===== config.mk =====
export PLATFORM = sky130hd
export DESIGN_NAME = seg_capture
export DESIGN_NICKNAME = d
export VERILOG_FILES = /design/src/rtl/seg_capture.sv
export SDC_FILE = /design/constraint.sdc
export NUM_CORES = 1
export LEC_CHECK = 0
export ABC_AREA = 0
export CAP_MARGIN = 10
export CORE_MARGIN = 2
export CORE_UTILIZATION = 60
export CTS_CLUSTER_SIZE = 8
export DETAILED_ROUTE_END_ITERATION = 10
export PLACE_DENSITY = 0.89
export SLEW_MARGIN = 10
export SYNTH_ARGS = -nofsm -noshare
export SYNTH_HDL_FRONTEND = slang
export SYNTH_SLANG_ARGS = --single-unit

===== constraint.sdc =====
create_clock -name clk -period 3.5 [get_ports clk]
set_clock_uncertainty 0.1 [all_clocks]
set_input_delay 1.05 -clock clk [delete_from_list [all_inputs] [get_ports clk]]
set_output_delay 1.05 -clock clk [all_outputs]
set_load 0.02 [all_outputs]

===== src/rtl/seg_capture.sv =====
// rtl/seg_capture.sv - captures a multiplexed active-low 7-segment display into four hex digits
module seg_capture #(
    parameter int SETTLE = 4,
    parameter int STABLE = 8
) (
    input  logic       clk,
    input  logic       rst,
    input  logic [6:0] seg,
    input  logic [3:0] an,
    output logic [3:0] dis0,
    output logic [3:0] dis1,
    output logic [3:0] dis2,
    output logic [3:0] dis3,
    output logic [3:0] dvalid,
    output logic       frame_done,
    output logic       err
);

    localparam int MAXC = (SETTLE > STABLE) ? SETTLE : STABLE;
    localparam int CW   = $clog2(MAXC + 1);
    localparam logic [CW-1:0] CNT_MAX    = CW'(MAXC);
    localparam logic [CW-1:0] SETTLE_END = CW'(SETTLE - 1);
    localparam logic [CW-1:0] STABLE_END = CW'(STABLE - 1);

    typedef enum logic [1:0] {ST_IDLE, ST_SETTLE, ST_SAMPLE, ST_HOLD} state_t;

    state_t        state, state_n;
    logic [6:0]    seg_m, seg_s;
    logic [3:0]    an_m, an_s;
    logic [CW-1:0] cnt, cnt_n, cnt_inc;
    logic [6:0]    refv, refv_n;
    logic [3:0]    cur_an, cur_an_n;
    logic [1:0]    pos, pos_n, an_idx;
    logic          an_one, an_none, wr, err_set;
    logic [3:0]    dec_val;
    logic          dec_legal;
    logic [3:0]    seen, wmask;
    logic [3:0]    dis_r [4];

    assign dis0 = dis_r[0];
    assign dis1 = dis_r[1];
    assign dis2 = dis_r[2];
    assign dis3 = dis_r[3];

    // Two-flop synchronizer on the display bus; idle level (all ones) out of reset
    always_ff @(posedge clk or negedge rst) begin
        if (!rst) begin
            seg_m <= 7'h7F;
            seg_s <= 7'h7F;
            an_m  <= 4'hF;
            an_s  <= 4'hF;
        end else begin
            seg_m <= seg;
            seg_s <= seg_m;
            an_m  <= an;
            an_s  <= an_m;
        end
    end

    // Classify the synchronized anodes: exactly one low, none low, or several low
    always_comb begin
        an_one  = 1'b1;
        an_none = 1'b0;
        an_idx  = 2'd0;
        case (an_s)
            4'b1110: an_idx = 2'd0;
            4'b1101: an_idx = 2'd1;
            4'b1011: an_idx = 2'd2;
            4'b0111: an_idx = 2'd3;
            4'b1111: begin an_one = 1'b0; an_none = 1'b1; end
            default: an_one = 1'b0;
        endcase
    end

    // Glyph decode of the reference sample (equal to seg_s whenever a write fires)
    always_comb begin
        dec_legal = 1'b1;
        dec_val   = 4'h0;
        case (refv)
            7'b1000000: dec_val = 4'h0;
            7'b1111001: dec_val = 4'h1;
            7'b0100100: dec_val = 4'h2;
            7'b0110000: dec_val = 4'h3;
            7'b0011001: dec_val = 4'h4;
            7'b0010010: dec_val = 4'h5;
            7'b0000010: dec_val = 4'h6;
            7'b1111000: dec_val = 4'h7;
            7'b0000000: dec_val = 4'h8;
            7'b0010000: dec_val = 4'h9;
            7'b0001000: dec_val = 4'hA;
            7'b0000011: dec_val = 4'hB;
            7'b1000110: dec_val = 4'hC;
            7'b0100001: dec_val = 4'hD;
            7'b0000110: dec_val = 4'hE;
            7'b0001110: dec_val = 4'hF;
            default:    dec_legal = 1'b0;
        endcase
    end

    assign cnt_inc = (cnt == CNT_MAX) ? cnt : cnt + CW'(1);

    // Next-state logic: anode changes override every state, then per-state settle/sample/hold
    always_comb begin
        state_n  = state;
        cnt_n    = cnt;
        refv_n   = refv;
        cur_an_n = cur_an;
        pos_n    = pos;
        wr       = 1'b0;
        err_set  = 1'b0;
        if (!an_one && !an_none) begin
            state_n = ST_IDLE;
            cnt_n   = '0;
            err_set = 1'b1;
        end else if (an_none) begin
            state_n = ST_IDLE;
            cnt_n   = '0;
        end else if (state == ST_IDLE || an_s != cur_an) begin
            state_n  = ST_SETTLE;
            cur_an_n = an_s;
            pos_n    = an_idx;
            cnt_n    = '0;
        end else begin
            case (state)
                ST_SETTLE: begin
                    if (cnt == SETTLE_END) begin
                        state_n = ST_SAMPLE;
                        cnt_n   = '0;
                        refv_n  = seg_s;
                    end else begin
                        cnt_n = cnt_inc;
                    end
                end
                ST_SAMPLE: begin
                    if (seg_s == refv) begin
                        if (cnt == STABLE_END) begin
                            wr      = 1'b1;
                            state_n = ST_HOLD;
                        end else begin
                            cnt_n = cnt_inc;
                        end
                    end else begin
                        cnt_n  = '0;
                        refv_n = seg_s;
                    end
                end
                default: ;
            endcase
        end
    end

    // Capture FSM state register
    always_ff @(posedge clk or negedge rst) begin
        if (!rst) begin
            state  <= ST_IDLE;
            cnt    <= '0;
            refv   <= 7'h7F;
            cur_an <= 4'hF;
            pos    <= 2'd0;
        end else begin
            state  <= state_n;
            cnt    <= cnt_n;
            refv   <= refv_n;
            cur_an <= cur_an_n;
            pos    <= pos_n;
        end
    end

    assign wmask = wr ? (4'b0001 << pos) : 4'b0000;

    // Digit writes, sticky error, and frame completion tracking
    always_ff @(posedge clk or negedge rst) begin
        if (!rst) begin
            for (int i = 0; i < 4; i++) dis_r[i] <= 4'h0;
            dvalid     <= 4'h0;
            err        <= 1'b0;
            seen       <= 4'h0;
            frame_done <= 1'b0;
        end else begin
            if (err_set || (wr && !dec_legal && refv != 7'h7F)) err <= 1'b1;
            if (wr) begin
                if (dec_legal) begin
                    dis_r[pos]  <= dec_val;
                    dvalid[pos] <= 1'b1;
                end else begin
                    dvalid[pos] <= 1'b0;
                end
            end
            if (seen == 4'hF) begin
                frame_done <= 1'b1;
                seen       <= wmask;
            end else begin
                frame_done <= 1'b0;
                seen       <= seen | wmask;
            end
        end
    end

endmodule


Word level (Yosys, flattened, before mapping)
Cells that the tools add are included.
{"block": "classes", "add_sub_neg": 1, "mul": 0, "div_mod_pow": 0, "n_lt_le_gt_ge": 4, "n_eq_ne": 35, "shifts": 1, "n_mux": 39, "n_bitwise": 8, "reduce_logical": 21}
{"operator": "one-hot mux 4 bit (15 select lines)", "count": 1}
{"operator": "two-way mux 4 bit", "count": 11}
{"operator": "equality test 7 bit (second input constant)", "count": 4}
{"operator": "equality test 4 bit (second input constant)", "count": 6}
{"operator": "equality test 7 x 5 -> 1 bit (second input constant)", "count": 3}
{"operator": "equality test 7 x 6 -> 1 bit (second input constant)", "count": 3}
{"operator": "bitwise mux 16 bit", "count": 1}
{"operator": "OR reduction 16 bit", "count": 1}
{"operator": "inequality test 5 bit (second input constant)", "count": 3}
{"operator": "equality test 7 x 2 -> 1 bit (second input constant)", "count": 2}
{"operator": "equality test 7 x 4 -> 1 bit (second input constant)", "count": 2}
{"operator": "two-way mux 7 bit", "count": 2}
{"operator": "one-hot mux 7 bit (2 select lines)", "count": 1}
{"operator": "two-way mux 1 bit", "count": 12}
{"operator": "two-way mux 2 bit", "count": 6}
{"operator": "demux 4 bit (select 2 bit)", "count": 1}
{"operator": "equality test 4 x 3 -> 1 bit (second input constant)", "count": 2}
{"operator": "bitwise OR 4 bit", "count": 2}
{"operator": "one-hot mux 4 bit (2 select lines)", "count": 1}
{"operator": "equality test 7 x 3 -> 1 bit (second input constant)", "count": 1}
{"operator": "equality test 7 bit", "count": 1}
{"operator": "logical NOT 7 bit", "count": 1}
{"operator": "inequality test 7 bit (second input constant)", "count": 1}
{"operator": "inequality test 6 bit (second input constant)", "count": 1}
{"operator": "29 further kinds", "count": 40}
{"block": "totals", "register_bits": 67, "latchBits": 0, "ramBits": 0, "romBits": 0, "input_bits": 13, "output_inout_bits": 22, "word_cells": 126, "memories": 0}

Depth between registers and ports, before layout
{"block": "logic_depth", "word_depth": 10, "mapped_depth": 8, "mapped_depth_nobuf": 7}

Least setup slack after synthesis
Ideal clock, no wire load.
{"block": "synth_path", "path_kind": "reg-to-reg", "from": "register an_s[1]", "to": "register dis_r, in the netlist dis3[0]", "setup_ps": 125, "arrival_ps": 2099, "t_required_ps": 3275, "setup_slack_ps": 1176, "path_stages_with_launch": 8, "n_path_buf": 1, "synth_period_minus_slack_ps": 2324, "path_cell_list": "dfstp_2 > buf_4 > maj3_4 > nand3_2 > a2111oi_4 > nand4_1 > nor2b_4 > mux2_2"}
{"block": "synth_between", "elab_chain_cells": 7, "word_cells_on_any_way": 17, "cone_classes": "eq/ne: 6; mux: 5; reduce/logical: 6"}
{"element": "start, declared", "line_no": "29", "text": "logic [3:0] an_m, an_s;"}
{"element": "start signal, assigned", "line_no": "56", "text": "an_s <= an_m;"}
{"element": "equality test 4 x 3 -> 1 bit or equality test 4 bit (tied branches)", "line_no": "65", "text": "case (an_s)"}
{"element": "OR reduction 4 bit (no source line)"}
{"element": "two-way mux 1 bit", "line_no": "65"}
{"element": "logical NOT 1 bit", "line_no": "111", "text": "if (!an_one && !an_none) begin"}
{"element": "logical AND 1 bit", "line_no": "111"}
{"element": "two-way mux 1 bit (*)", "line_no": "111"}
{"element": "AND reduction 2 bit (no source line) (*)"}
{"element": "end signal, assigned by index", "line_no": "183", "text": "dis_r[pos] <= dec_val;"}
{"element": "end, declared", "line_no": "38", "text": "logic [3:0] dis_r [4];"}
Mark *: on every way between the ends. The rest lies on a longest branch, timed or not.
A chain may end at the register's enable or synchronous reset.

Worst setup path in the final report
{"block": "layout_path", "from": "register an_s[3]", "to": "register dis_r, in the netlist dis3[3]"}
Same word-level chain as after synthesis.

==> metrics.md <==
| Metric | Value |
|---|---|
| Number of diodes | `0` |
| Width of the die | `between 70 and 80 um` |
| Top cell type's share of synthesized area | `between 20% and 30%` |
| Clk slew on worst S/H paths | `about 0.070 ns` |
| # Post-CTS Setup Buffers | `0` |
| Setup TNS | `0 ns` |
| Max_cap viols | `0` |
| Critical Path RT | `about 3.6 ns` |
| Primary FF master, synth | `dfrtp_1` |
| Top cells by area, synth | `dfstp_2 (27%), dfrtp_1 (27%), mux2_2 (10%)` |
| Vias post-DR | `2141` |
| Startpoint types | `flop` |
| Worst r2r src | `an_s[3]$_DFF_PN1_` |
| Clock insertion delay at the later pin of the skew report | `0.34 ns` |
| Worst hold path class | `flop to flop` |
| Final nets | `about 310` |
| Gates resized, CTS repair | `0` |
| IO buf count | `34` |
| CTS tree | `done` |
| P_int | `1.337 mW` |
| CTS root buf | `clkbuf_8` |
| WP data arrival | `roughly 2.8 ns` |
| Drt initial violations | `between 100 and 150` |
| Leakage | `~1.6 nW` |
| Main combinational cell family by area after synthesis | `simple AND/OR/NAND/NOR gates` |
| R2r endpoint | `dis3[3]$_DFFE_PN0P_` |
| Maximum VDD drop | `between 0.0003 and 0.0004 V` |
| Die area | `a little under 0.006 sq mm` |
| Top Ports | `35` |
| Crit path launch | `an_s[3]$_DFF_PN1_` |
| Async SR Flop Fraction | `100.0%` |
| EDFF count, synth | `0` |
| Critical Path End Type | `flop` |
| Distinct cell type count after synthesis | `around 60` |
| DR WL/cell | `16.81 um` |
| GRT overflow | `0` |
| CP Class | `flop to flop` |
| Synth Instances | `about 260` |
| GRT Overall Usage | `a little under a quarter` |
| Setup violations, final | `0` |
| Num CTS Buffers | `9` |
| Fin crit share | `76.11%` |
| Area Growth Syn to Fin | `18.63%` |
| Largest net degree at the start of global routing | `35` |
| Endpoints failing hold | `0` |
| Reg power frac | `between 50% and 60%` |
| Post-Synth Adder-Cell Area | `2.403%` |
| Final ANT Viol Nets | `0` |
| Reg2reg path depth | `6` |
| Fmax | `375.4 MHz` |
| Max_slew headroom | `50.46%` |
| Clock share of power | `between 40% and 50%` |
| Simple-gate portion of the synthesized area | `roughly 15%` |
| Post-synthesis mux area share | `between 10% and 20%` |
| Fin cells | `369` |
| Switch share | `24.00%` |
| Avg Vias per Cell | `5.802` |
| CP Capture Point | `dis3[3]$_DFFE_PN0P_` |
| Hold_buf cts | `0` |
| Sw Pwr | `between 0.4 and 0.5 mW` |
| Worst slew pin tran | `about 0.74 ns` |
| Final wirelength | `~6200 um` |
| Seq/Total Area, Yosys | `between 50 and 60%` |
| Outcome | `finished clean` |
| Core Area | `about 0.005 sq mm` |
| Synth Cell Area | `roughly 0.0032 sq mm` |
| Htree depth | `3` |
| Detailed Place HPWL | `4236 um` |
| Initial antenna violation count | `0` |
| Hold wc startpoint | `seg_m[0]$_DFF_PN1_` |
| Layout cells sized above 1 | `31.77%` |
| Comb power frac | `a little under a tenth` |
| Final Slew Violations | `0` |
| GPL Wtd Cong | `~0.85` |
| Placed insts | `around 350` |
| Complex-gate fraction of the synthesized area | `10.32%` |
| Pre-Repair DR Iteration Count | `4` |
| Min Tclk post-route | `2.664 ns` |
| Reg2Reg Setup Slack | `around 0.84 ns` |
| Syn nets | `between 200 and 300` |
| Synth Warn # | `0` |
| Syn Area/Cell | `~12 sq um` |
| Vias in the first global route | `around 2200` |
| Cell taking the most area after synthesis | `dfstp_2` |
| Worst Path Max Fanout | `7` |
| Xor-xnor portion of the synthesized cell area | `under 10%` |
| Rows | `26` |
| Pwr dens | `466.8 mW/mm^2` |
| RSZ-0062 raised after global routing | `no` |
| CTS max path bufs | `2` |
| First-pass GRT wire length | `between 10000 and 15000 um` |
| Drt drc | `0` |
| Synth Register Bits | `67` |
| Clk sinks | `between 60 and 70` |
| DIE HEIGHT | `around 77 um` |
| Initial cell density of the core | `62.20%` |
==> cell usage in the layout (no fill, tap or decap), drive strengths merged, types with 2 or more instances in the layout <==
cell	instances
a31oi	2
nand2	22
nand3	9
buf	3
nand3b	2
dfstp	33
ha	5
nor3b	3
a32oi	2
xnor2	10
or3	3
nand2b	2
o21ai	9
dfrtp	34
xor2	5
a21o	4
a21oi	15
clkdlybuf4s50	33
or2	2
nand4	6
nor2b	5
clkbuf	14
nor2	9
nand4b	2
nor3	6
inv	6
mux2	29
o32ai	2
==> critical path, stage by stage, from the launching register on <==
cell,delay (ns)
dfstp_2,0.65
maj3_4,0.25
nand3_2,0.12
a2111oi_4,0.56
nand4_1,0.29
nor2b_4,0.23
mux2_2,0.36
==> power groups by stage <==
stage               logic (mW)  clock network, mW  registers (mW)
floorplan                0.138                  0           0.859
global placement         0.157                  0           0.888
detailed placement       0.162                  0           0.891
CTS                      0.166              0.725           0.879
global route             0.187              0.763           0.885
finish                   0.165              0.714           0.881
==> flip-flops by register name, indices dropped and copies added (netlist names), 4 cells and up, named ones only <==
| register | cells |
|---|---|
| an_m | 4 |
| an_s | 4 |
| cnt | 4 |
| cur_an | 4 |
| dis0 | 4 |
| dis1 | 4 |
| dis2 | 4 |
| dis3 | 4 |
| refv | 7 |
| seen | 4 |
| seg_m | 7 |
| seg_s | 7 |
==> synthesized netlist by cell type, types with 3 or more instances <==
library cell / count
dfrtp_1: 34
dfstp_2: 33
mux2_2: 29
nand2_1: 22
a21oi_1: 15
nor2_1: 9
o21ai_0: 9
xnor2_1: 9
nand3_1: 7
buf_2: 6
inv_1: 6
ha_1: 5
xor2_1: 5
a21o_1: 4
nand4_1: 4
nor2b_1: 4
nor3_1: 4
buf_6: 3
==> kinds of logic (layout without fill, tap and decap cells) <==
| logic type | after synthesis | in the layout |
|---|---|---|
| AOI/OAI and AO/OA | 47 | 47 |
| and+or+nand+nor | 77 | 77 |
| xor gates and xnor gates | 15 | 15 |
| DFF | 67 | 67 |
| adders and majority gates | 6 | 6 |
| muxes | 29 | 29 |
| buffers and inverters | 20 | 58 |
==> area by class of cell <==
type | instances | area, sq um
timing repair buffer | 36 | 362.8
clock inverter | 2 | 38.79
fill | 317 | 1339
multi-input combinational | 174 | 1345
tap | 70 | 87.58
inverter | 6 | 22.52
sequential | 67 | 1718
clock buffer | 14 | 193.9
==> layer usage <==
layer  global-route usage, %  vias up  part of all wire [%]
li1                        -      993                     -
met1                   27.40     1054                    39
met2                   39.39       77                    53
met3                   7.059       17                   5.8
met4                   9.818        0                   2.1
met5                       0        -                     0
==> through the flow <==
step                area [sq um]  worst slack, ns  hold WS, ns  total power, mW  util (%)
floorplan                   3177            1.176       0.2452           0.9967         -
global placement            3536           0.9289       0.2458            1.045     69.23
detailed placement          3536           0.8335       0.2468            1.053     69.23
CTS                         3769           0.8153       0.2581            1.770     73.79
global route                3769           0.6382       0.2598            1.835     73.79
finish                      3769           0.8362       0.2567            1.759     73.79
==> worst min-delay path by stage <==
stage,endpoint,slack [ns],cells past startpoint
floorplan,an_s[0]$_DFF_PN1_,0.25,0
global placement,seg_s[5]$_DFF_PN1_,0.25,0
detailed placement,seg_s[3]$_DFF_PN1_,0.25,0
CTS,seg_s[5]$_DFF_PN1_,0.26,0
global route,seg_s[1]$_DFF_PN1_,0.26,0
finish,seg_s[0]$_DFF_PN1_,0.26,0
Power figures use the tool's default switching activity.
==> edit, RTL diff (same flow settings) <==
Re-encode `state_t` (4 states) as Gray code, 2 bits wide.
--- a/src/rtl/seg_capture.sv
+++ b/src/rtl/seg_capture.sv
@@ -24,3 +24,3 @@
 
-    typedef enum logic [1:0] {ST_IDLE, ST_SETTLE, ST_SAMPLE, ST_HOLD} state_t;
+    typedef enum logic [1:0] {ST_IDLE = 2'b00, ST_SETTLE = 2'b01, ST_SAMPLE = 2'b11, ST_HOLD = 2'b10} state_t;
 
Function: no difference found for any inputs over 10 cycles, from zero or initial values and one cycle with rst low; not proved beyond that.
==> edit against the unedited design <==
Sequential cell count did not move; cell area down 0.80%; power fell by 2.4%; worst hold slack hardly changed; via count increased by 10%; combinational power decreased by 46%; setup slack lost 0.022 ns; wire length increased by 8.3%; synthesized area is 0.83% lower; largest power group unchanged.
==> edit: results (changes against the unedited design) <==
setup_path:
  timing.rr.end: "dis3[1]"  # was dis3[3]
  critical_path.top_delay_family: "compound AO/OA/AOI/OAI gates"  # was flip-flops
  max_stage_delay_ns: 0.67  # was 0.65 ns
  cp.arrival_ns: 2.82  # was 2.79 ns
  path_max_fanout: 19  # was 7
  reg2regPathDepth: 6  # unchanged
  critPathCapture: "dis3[1]"  # was dis3[3]
  cp_slowest_cell: "dfstp_2"  # unchanged
  crit_path_start: "refv[5]"  # was an_s[3]
  r2r_slack_ns: 0.81  # was 0.84 ns
logic_synthesis:
  synthMuxAreaShare_pct: 3.97  # was 10.3%
  synthXorXnorAreaFrac_pct: 3.85  # was 4.37%
  netlist_top_cells_area: "dfstp_2 (28%), dfrtp_1 (27%), a21oi_1 (5.4%)"  # was dfstp_2 (27%), dfrtp_1 (27%), mux2_2 (10%)
  synth_warnings: 0  # unchanged
  synth_seq_area_share_pct: 54.5  # was 54.1%
  async_flop_share_pct: 100  # unchanged
  synth_common_cells: "a21oi_1 (34), dfrtp_1 (34), dfstp_2 (33), nand2_1 (33), nor2_1 (14)"  # was dfrtp_1 (34), dfstp_2 (33), mux2_2 (29)
  synth_cell_type_count: 62  # was 59
  synth-adder-area-share_pct: 1.11  # was 2.40%
  synth-compound-area-share_pct: 14.2  # was 10.3%
  synth_nets: 299  # was 279
drt:
  wl_met2_mm: 3.44  # was 3.30 mm
  wl_per_cell_um: 17.3  # was 16.8 um
  first_iter_violations: 142  # was 134
  first_pass_iters: 6  # was 4
  via_per_inst: 6.07  # was 5.80
  routed.top_layer: "met4"  # unchanged
  wl_met3_um: 306  # was 357 um
  wl_met1_mm: 2.74  # was 2.42 mm
power_and_ir_drop:
  vdd_drop_max_v: 0.000404  # was 0.000336 V
  power.leakage_nw: 1.54  # was 1.58 nW
final_layout:
  drive_gt1_share_pct: 20.1  # was 31.8%
  layout.nets: 328  # was 312
  n_antenna_cell: 0  # unchanged
place:
  portBuffers: 34  # unchanged
  dpl.hpwl_mm: 4.49  # was 4.24 mm
  gp_congestion: 0.921  # was 0.847
  place_area_um2: 3500  # was 3540 um2
global_route:
  antenna_found_initial: 0  # unchanged
  grt_max_degree: 40  # was 35
  grt_pass1_vias: 2330  # was 2218
  grt.total_usage_pct: 24.3  # was 23.2%
  grt_first_pass_wirelength_mm: 11.1  # was 10.6 mm
min_path:
  hold_class: "flip-flop to flip-flop"  # unchanged
sta:
  tightest_slew_ns: 0.669  # was 0.743 ns
  timing.hold.ws_ns: 0.257  # about the same
clock_tree:
  cts_buffers: 9  # unchanged
  cts_resized: 0  # unchanged
  cts_setup_buffers: 0  # unchanged
  clk_pin_slew_worst_paths_ns: 0.08
run_status:
  outcome: "finished, final reports clean"  # unchanged
-- edit: kinds of logic (layout without fill, tap and decap cells) --
group	Yosys count	count (layout)
flip-flops	67	67
AO/OA/AOI/OAI	70	70
buffers and inverters	24	58
adder cells (fa/ha/maj)	3	3
XOR/XNOR	13	13
AND/OR/NAND/NOR	96	96
multiplexers	11	11
-- edit: metrics by stage --
stage	worst slack (ns)	std cells
CTS	0.869	388
detailed placement	0.895	372
floorplan	1.12	284
finish	0.815	388
global placement	0.950	372
global route	0.670	388
-- edit: where the power goes --
| part | internal, mW | switching [mW] | leakage (nW) |
|---|---|---|---|
| Combinational | 0.0400 | 0.0498 | 0.622 |
| Sequential | 0.818 | 0.0392 | 0.809 |
| Clock | 0.470 | 0.300 | 0.109 |
| Total | 1.33 | 0.389 | 1.54 |
-- edit: worst min-delay path by stage --
| stage | from | to | cells after the start |
|---|---|---|---|
| 2_1_floorplan | an_m[0] | an_s[0] | 0 |
| 3_3_place_gp | seg_m[3] | seg_s[3] | 0 |
| 3_5_place_dp | an_m[3] | an_s[3] | 0 |
| 4_1_cts | an_m[3] | an_s[3] | 0 |
| 5_1_grt | seg_m[4] | seg_s[4] | 0 |
| 6_report | seg_m[5] | seg_s[5] | 0 |
-- edit: layout make-up --
| type | count | area, um2 |
|---|---|---|
| clock buffers | 9 | 124 |
| clock inverters | 7 | 116 |
| fillers | 368 | 1340 |
| inverters | 7 | 26.3 |
| multi-input cells | 193 | 1310 |
| flip-flops and latches | 67 | 1720 |
| well taps | 70 | 87.6 |
| repair buffers | 35 | 355 |
-- edit: metal layers --
layer  GRT usage, %  vias up
li1               -     1081
met5              0        -
met3           5.09       20
met1           29.4     1176
met4           14.4        0
met2           40.2       78
